$ cat config.mk
export PLATFORM = sky130hd
export DESIGN_NAME = rr_token_arbiter
export DESIGN_NICKNAME = d
export VERILOG_FILES = /design/src/rtl/rr_arb_pkg.sv /design/src/rtl/rr_pick.sv /design/src/rtl/rr_token_arbiter.sv
export SDC_FILE = /design/constraint.sdc
export NUM_CORES = 1
export LEC_CHECK = 0
export BUFFER_PORTS_ARGS = -buffer_cell sky130_fd_sc_hd__buf_2
export CAP_MARGIN = 30
export CELL_PAD_IN_SITES_DETAIL_PLACEMENT = 0
export CELL_PAD_IN_SITES_GLOBAL_PLACEMENT = 1
export CORE_MARGIN = 8
export CORE_UTILIZATION = 39
export DETAILED_ROUTE_END_ITERATION = 8
export PLACE_DENSITY = 0.85
export SLEW_MARGIN = 10
export SYNTH_ARGS = -nofsm -noshare
export SYNTH_HDL_FRONTEND = slang
export SYNTH_HIERARCHICAL = 1
export SYNTH_SLANG_ARGS = --single-unit
$ cat constraint.sdc
create_clock -name clk -period 2.4 [get_ports clk]
set_input_delay 0.6 -clock clk [delete_from_list [all_inputs] [get_ports clk]]
set_output_delay 0.6 -clock clk [all_outputs]
set_load 0.05 [all_outputs]
$ cat src/rtl/rr_arb_pkg.sv
// Shared types, defaults and the token rotate helper for the round-robin arbiter.
package rr_arb_pkg;

   typedef enum logic {
      IDLE = 1'b0,
      BUSY = 1'b1
   } arb_state_e;

   localparam int DEF_N        = 4;
   localparam int DEF_MAX_HOLD = 8;
   localparam int MAX_N        = 8;

   // Rotate the low n bits of v left by one; bit n-1 wraps to bit 0.
   function automatic logic [MAX_N-1:0] rotl1(input logic [MAX_N-1:0] v, input int n);
      logic [MAX_N-1:0] mask;
      mask = ~(8'hFF << n);
      return ((v << 1) | (v >> (n - 1))) & mask;
   endfunction

endpackage

$ cat src/rtl/rr_pick.sv
// Combinational round-robin pick: first set request at or above the token,
// wrapping past N-1. The request vector is doubled so the wrap becomes a
// plain lowest-set-bit search.
module rr_pick
   import rr_arb_pkg::*;
#(
   parameter int N    = DEF_N,
   parameter int ID_W = 2
) (
   input  logic [N-1:0]    req,
   input  logic [N-1:0]    token,
   output logic [N-1:0]    pick_onehot,
   output logic [ID_W-1:0] pick_id,
   output logic            any
);

   logic [2*N-1:0] w_dbl;

   // Lower copy only keeps bits at or above the token; upper copy covers the wrap.
   assign w_dbl = {req, req & ~(token - N'(1))};
   assign any   = |req;

   // Scan from the top down so the lowest set bit is the last one written.
   always_comb begin
      pick_id = '0;
      for (int i = 2*N-1; i >= 0; i--) begin
         if (w_dbl[i]) begin
            if (i >= N) pick_id = ID_W'(i - N);
            else        pick_id = ID_W'(i);
         end
      end
      pick_onehot = any ? (N'(1) << pick_id) : '0;
   end

endmodule

$ cat src/rtl/rr_token_arbiter.sv
// Round-robin arbiter: a one-hot ring token sets priority, a grant is held
// until done, request drop, or the hold limit; every grant ends with one
// IDLE cycle before the next one can be issued.
// Handshake: req is level-sensitive; a requester owns the resource for every
// cycle its gnt bit is high and gives it back by asserting done for one cycle
// or by dropping req; done outside a grant is ignored.
module rr_token_arbiter
   import rr_arb_pkg::*;
#(
   parameter int N        = DEF_N,
   parameter int MAX_HOLD = DEF_MAX_HOLD,
   parameter int ID_W     = 2
) (
   input  logic            clk,
   input  logic            rst,
   input  logic [N-1:0]    req,
   input  logic            done,
   output logic [N-1:0]    gnt,
   output logic            gnt_valid,
   output logic [ID_W-1:0] gnt_id,
   output logic [N-1:0]    token,
   output logic            timeout,
   output logic            o_dbg_state
);

   localparam int HC_W = (MAX_HOLD < 1) ? 1 : $clog2(MAX_HOLD + 1);

   arb_state_e      r_state;
   logic [N-1:0]    r_token;
   logic [N-1:0]    r_gnt;
   logic            r_gnt_valid;
   logic [ID_W-1:0] r_gnt_id;
   logic            r_timeout;
   logic [HC_W-1:0] r_hold_cnt;

   logic [N-1:0]     w_pick_oh;
   logic [ID_W-1:0]  w_pick_id;
   logic             w_any;
   logic             w_own_req;
   logic             w_hold_lim;
   logic             w_release;
   logic             w_timeout_only;
   logic [MAX_N-1:0] w_rot8;
   logic [N-1:0]     w_token_next;

   rr_pick #(.N(N), .ID_W(ID_W)) u_pick (
      .req         (req),
      .token       (r_token),
      .pick_onehot (w_pick_oh),
      .pick_id     (w_pick_id),
      .any         (w_any)
   );

   // Release conditions for the current owner; timeout only when the limit alone forced it.
   assign w_own_req      = |(req & r_gnt);
   assign w_hold_lim     = (MAX_HOLD != 0) && (r_hold_cnt == HC_W'(MAX_HOLD));
   assign w_release      = done || !w_own_req || w_hold_lim;
   assign w_timeout_only = w_hold_lim && !done && w_own_req;
   assign w_rot8         = rotl1(MAX_N'(r_gnt), N);
   assign w_token_next   = w_rot8[N-1:0];

   // Arbiter FSM, token ring, hold counter and registered outputs.
   always_ff @(posedge clk) begin
      if (!rst) begin
         r_state     <= IDLE;
         r_token     <= N'(1);
         r_gnt       <= '0;
         r_gnt_valid <= 1'b0;
         r_gnt_id    <= '0;
         r_timeout   <= 1'b0;
         r_hold_cnt  <= '0;
      end else begin
         r_timeout <= 1'b0;
         case (r_state)
            IDLE: begin
               if (w_any) begin
                  r_gnt       <= w_pick_oh;
                  r_gnt_valid <= 1'b1;
                  r_gnt_id    <= w_pick_id;
                  r_hold_cnt  <= HC_W'(1);
                  r_state     <= BUSY;
               end
            end
            BUSY: begin
               if (w_release) begin
                  r_gnt       <= '0;
                  r_gnt_valid <= 1'b0;
                  r_gnt_id    <= '0;
                  r_token     <= w_token_next;
                  r_timeout   <= w_timeout_only;
                  r_state     <= IDLE;
               end else if (r_hold_cnt != '1) begin
                  // Saturate so an unlimited hold never wraps the counter.
                  r_hold_cnt <= r_hold_cnt + HC_W'(1);
               end
            end
            default: r_state <= IDLE;
         endcase
      end
   end

   assign gnt         = r_gnt;
   assign gnt_valid   = r_gnt_valid;
   assign gnt_id      = r_gnt_id;
   assign token       = r_token;
   assign timeout     = r_timeout;
   assign o_dbg_state = r_state;

endmodule
==> metrics.txt <==
Cells after Synth=104; Syn Nets=114; post-route ant nets=0; FP Rows=18; Vias/cell=5.50; most frequent cells in the layout=buf_2 (19), dfxtp_1 (17), nand2_1 (12), inv_1 (8); total congestion overflow=0; Tightest Hold Check Type=reg2reg; sequential share of the synthesized area=35.7%; Nets=133; Initial Utilization=39.9%; synth unique cells=33; pin count of the biggest net entering global routing=19; DRC=0; Peak Freq=503 MHz; minimum clock period=1.99 ns; CTS root buffer=clkbuf_4; dpl ws=0.403 ns; vias in the first global route=751; # IOs=20; leading cell types by total area after synthesis=dfxtp_1 (36%), a32o_1 (7.4%), mux2i_1 (7.4%), nand2_1 (4.7%), ha_1 (3.9%); crit path launch type=register; crit path max fanout=7; top-area cell type share of the netlist area=35.7%; post-synthesis compound-gate area fraction=24.8%; Max rail drop VDD=0.351 mV; Clock Tree Buf Depth=2; post-synthesis xor/xnor area fraction=0.920%; drt pass-1 iters=4; clock skew=0.000778 ns; via count=836; most area-hungry cell type in the Yosys netlist=dfxtp_1; GP Congestion=0.825; Fin. Hold Viols=0; Final setup viols=0; maxcap violations=0; post-CTS sizing=0; initial antenna violation count=0; unrepaired setup endpoints after global routing=false; ANT cells=0; max-slew violations=0; relative slew slack=71.8%; Final Worst Setup Slack=0.411 ns; later-pin clock latency in the skew report=0.28 ns; Inst Count DP=148; Initial DRC Count=30; clock sinks=17; Adder-Cell Fraction of Synth Area=3.94%; hold path cells=1; CTS Hold Bufs=0; count of input and output buffers=19; CTS H-Tree Depth=1; share of layout cells above drive strength 1=23.8%; global-route wire length before repair=3400 um; mux cell area share after synthesis=7.36%; Crit path largest cell delay=0.50 ns; Crit. End Element=register; Final TNS setup=0 ns; area grow syn2layout=13.8%; Post-CTS Setup Bufs=0; DR WL/cell=13.9 um; final hold slack=0.505 ns; die area=4280 um2; Critical Path Most Common Cell=a32o_1; commonest non-fill, non-tap cell in the layout=buf_2; FF-to-FF setup slack=0.41 ns; Crit path required time=2.58 ns; Final Non-Filler Cells=152; Post-Synth Simple-Gate Area=21.2%; Slew @ Worst Pin=0.423 ns; Reg clk slew, reported paths=0.09 ns; status=finished clean; Mapped Area=952 um2; Synth Register Bits=17; Crit Path Class=reg2reg; HPWL after DPL=1670 um; Core Area=2390 um2; Syn. warnings=6; CTS tree=built; R2R depth=7; Mean Syn Cell Area=9.16 um2; pwr/cell area=617 nW/um2; Die Wd=65.4 um; worst path arrival time=2.17 ns; Critical Path, Cell by Cell=inv_1 -> ha_1 -> nand2_1 -> a32o_1 -> a311oi_2 -> nor2_1 -> a32o_1; Leak Pwr=0.000500 uW; GRT Total Usage=9.94%; largest family of logic cells by synthesized area=compound AO/OA/AOI/OAI gates; WL final=2120 um; Num CTS Buffers=3; Die Span Y=65.4 um; slowest CP cell=dfxtp_1; fin crit share=82.9%
==> metal layers <==
metal  share of wire [%]  vias to the layer above  GRT usage, %
li1                    -                      416             -
met3                 5.9                        2          2.55
met2                  52                       19          17.3
met5                   0                        -             0
met1                  42                      399          10.9
met4                0.71                        0          4.90
==> state kept, by name (all words and copies together), names as in the netlist <==
register     count
gnt              4
gnt_id           2
gnt_valid        1
o_dbg_state      1
r_hold_cnt       4
timeout          1
token            4
==> cells by family (layout without fill, tap and decap cells) <==
family | after synthesis | count (layout)
adder cells (fa/ha/maj) | 3 | 3
AND/OR/NAND/NOR | 38 | 38
AO/OA/AOI/OAI | 25 | 25
buffers and inverters | 13 | 31
flip-flops | 17 | 17
XOR/XNOR | 1 | 1
multiplexers | 7 | 7
==> synthesized netlist by cell type, drive strengths merged <==
library cell and instances:
a22oi 3, and2 3, nand4 1, a311oi 2, a21oi 3, xnor2 1
clkbuf 3, a311o 1, nand2 12, or4 1, a21bo 1, dfxtp 17
o211a 2, mux2i 7, nand3b 1, inv 8, o21ai 2, o31ai 1
a31o 1, a21boi 1, ha 3, nand3 7, buf 2, and3 2
o211ai 1, nor2 3, nand2b 2, nor2b 5, and4 1, a32o 7
==> layout make-up <==
class                      count  area, um2
clock buffer                   4       26.3
fill                         247       1300
inverter                       8       30.0
multi-input combinational     74        554
sequential                    17        340
tap                           30       37.5
timing repair buffer          19       95.1
==> path summary, 6_finish.rpt <==
kind	from	to
setup / recovery	token[0]	gnt[2]
hold / removal	gnt_id[1]	gnt_id[1]
setup reg to reg	token[0]	gnt[2]
hold reg to reg	gnt_id[1]	gnt_id[1]
==> power by group <==
group	internal (uW)	switching, uW	total, uW
clock	64.4	84.6	149
combinational	66.1	132	198
sequential	300	20.9	321
==> metrics by stage <==
stage | total power, uW | instance area [um2] | utilization [%]
global placement | 523 | 1060 | 44.3
floorplan | 483 | 952 | -
CTS | 675 | 1080 | 45.4
detailed placement | 528 | 1060 | 44.3
global route | 703 | 1080 | 45.4
finish | 669 | 1080 | 45.4
==> critical path, delay by kind of cell (launching register included) <==
family / cells / cell delay, ns
compound gates: 3 / 0.81
flops: 1 / 0.50
fa+ha+maj: 1 / 0.32
simple gates: 2 / 0.18
buf+inv: 1 / 0.08
Note: power is estimated with default switching activity, not from simulation.
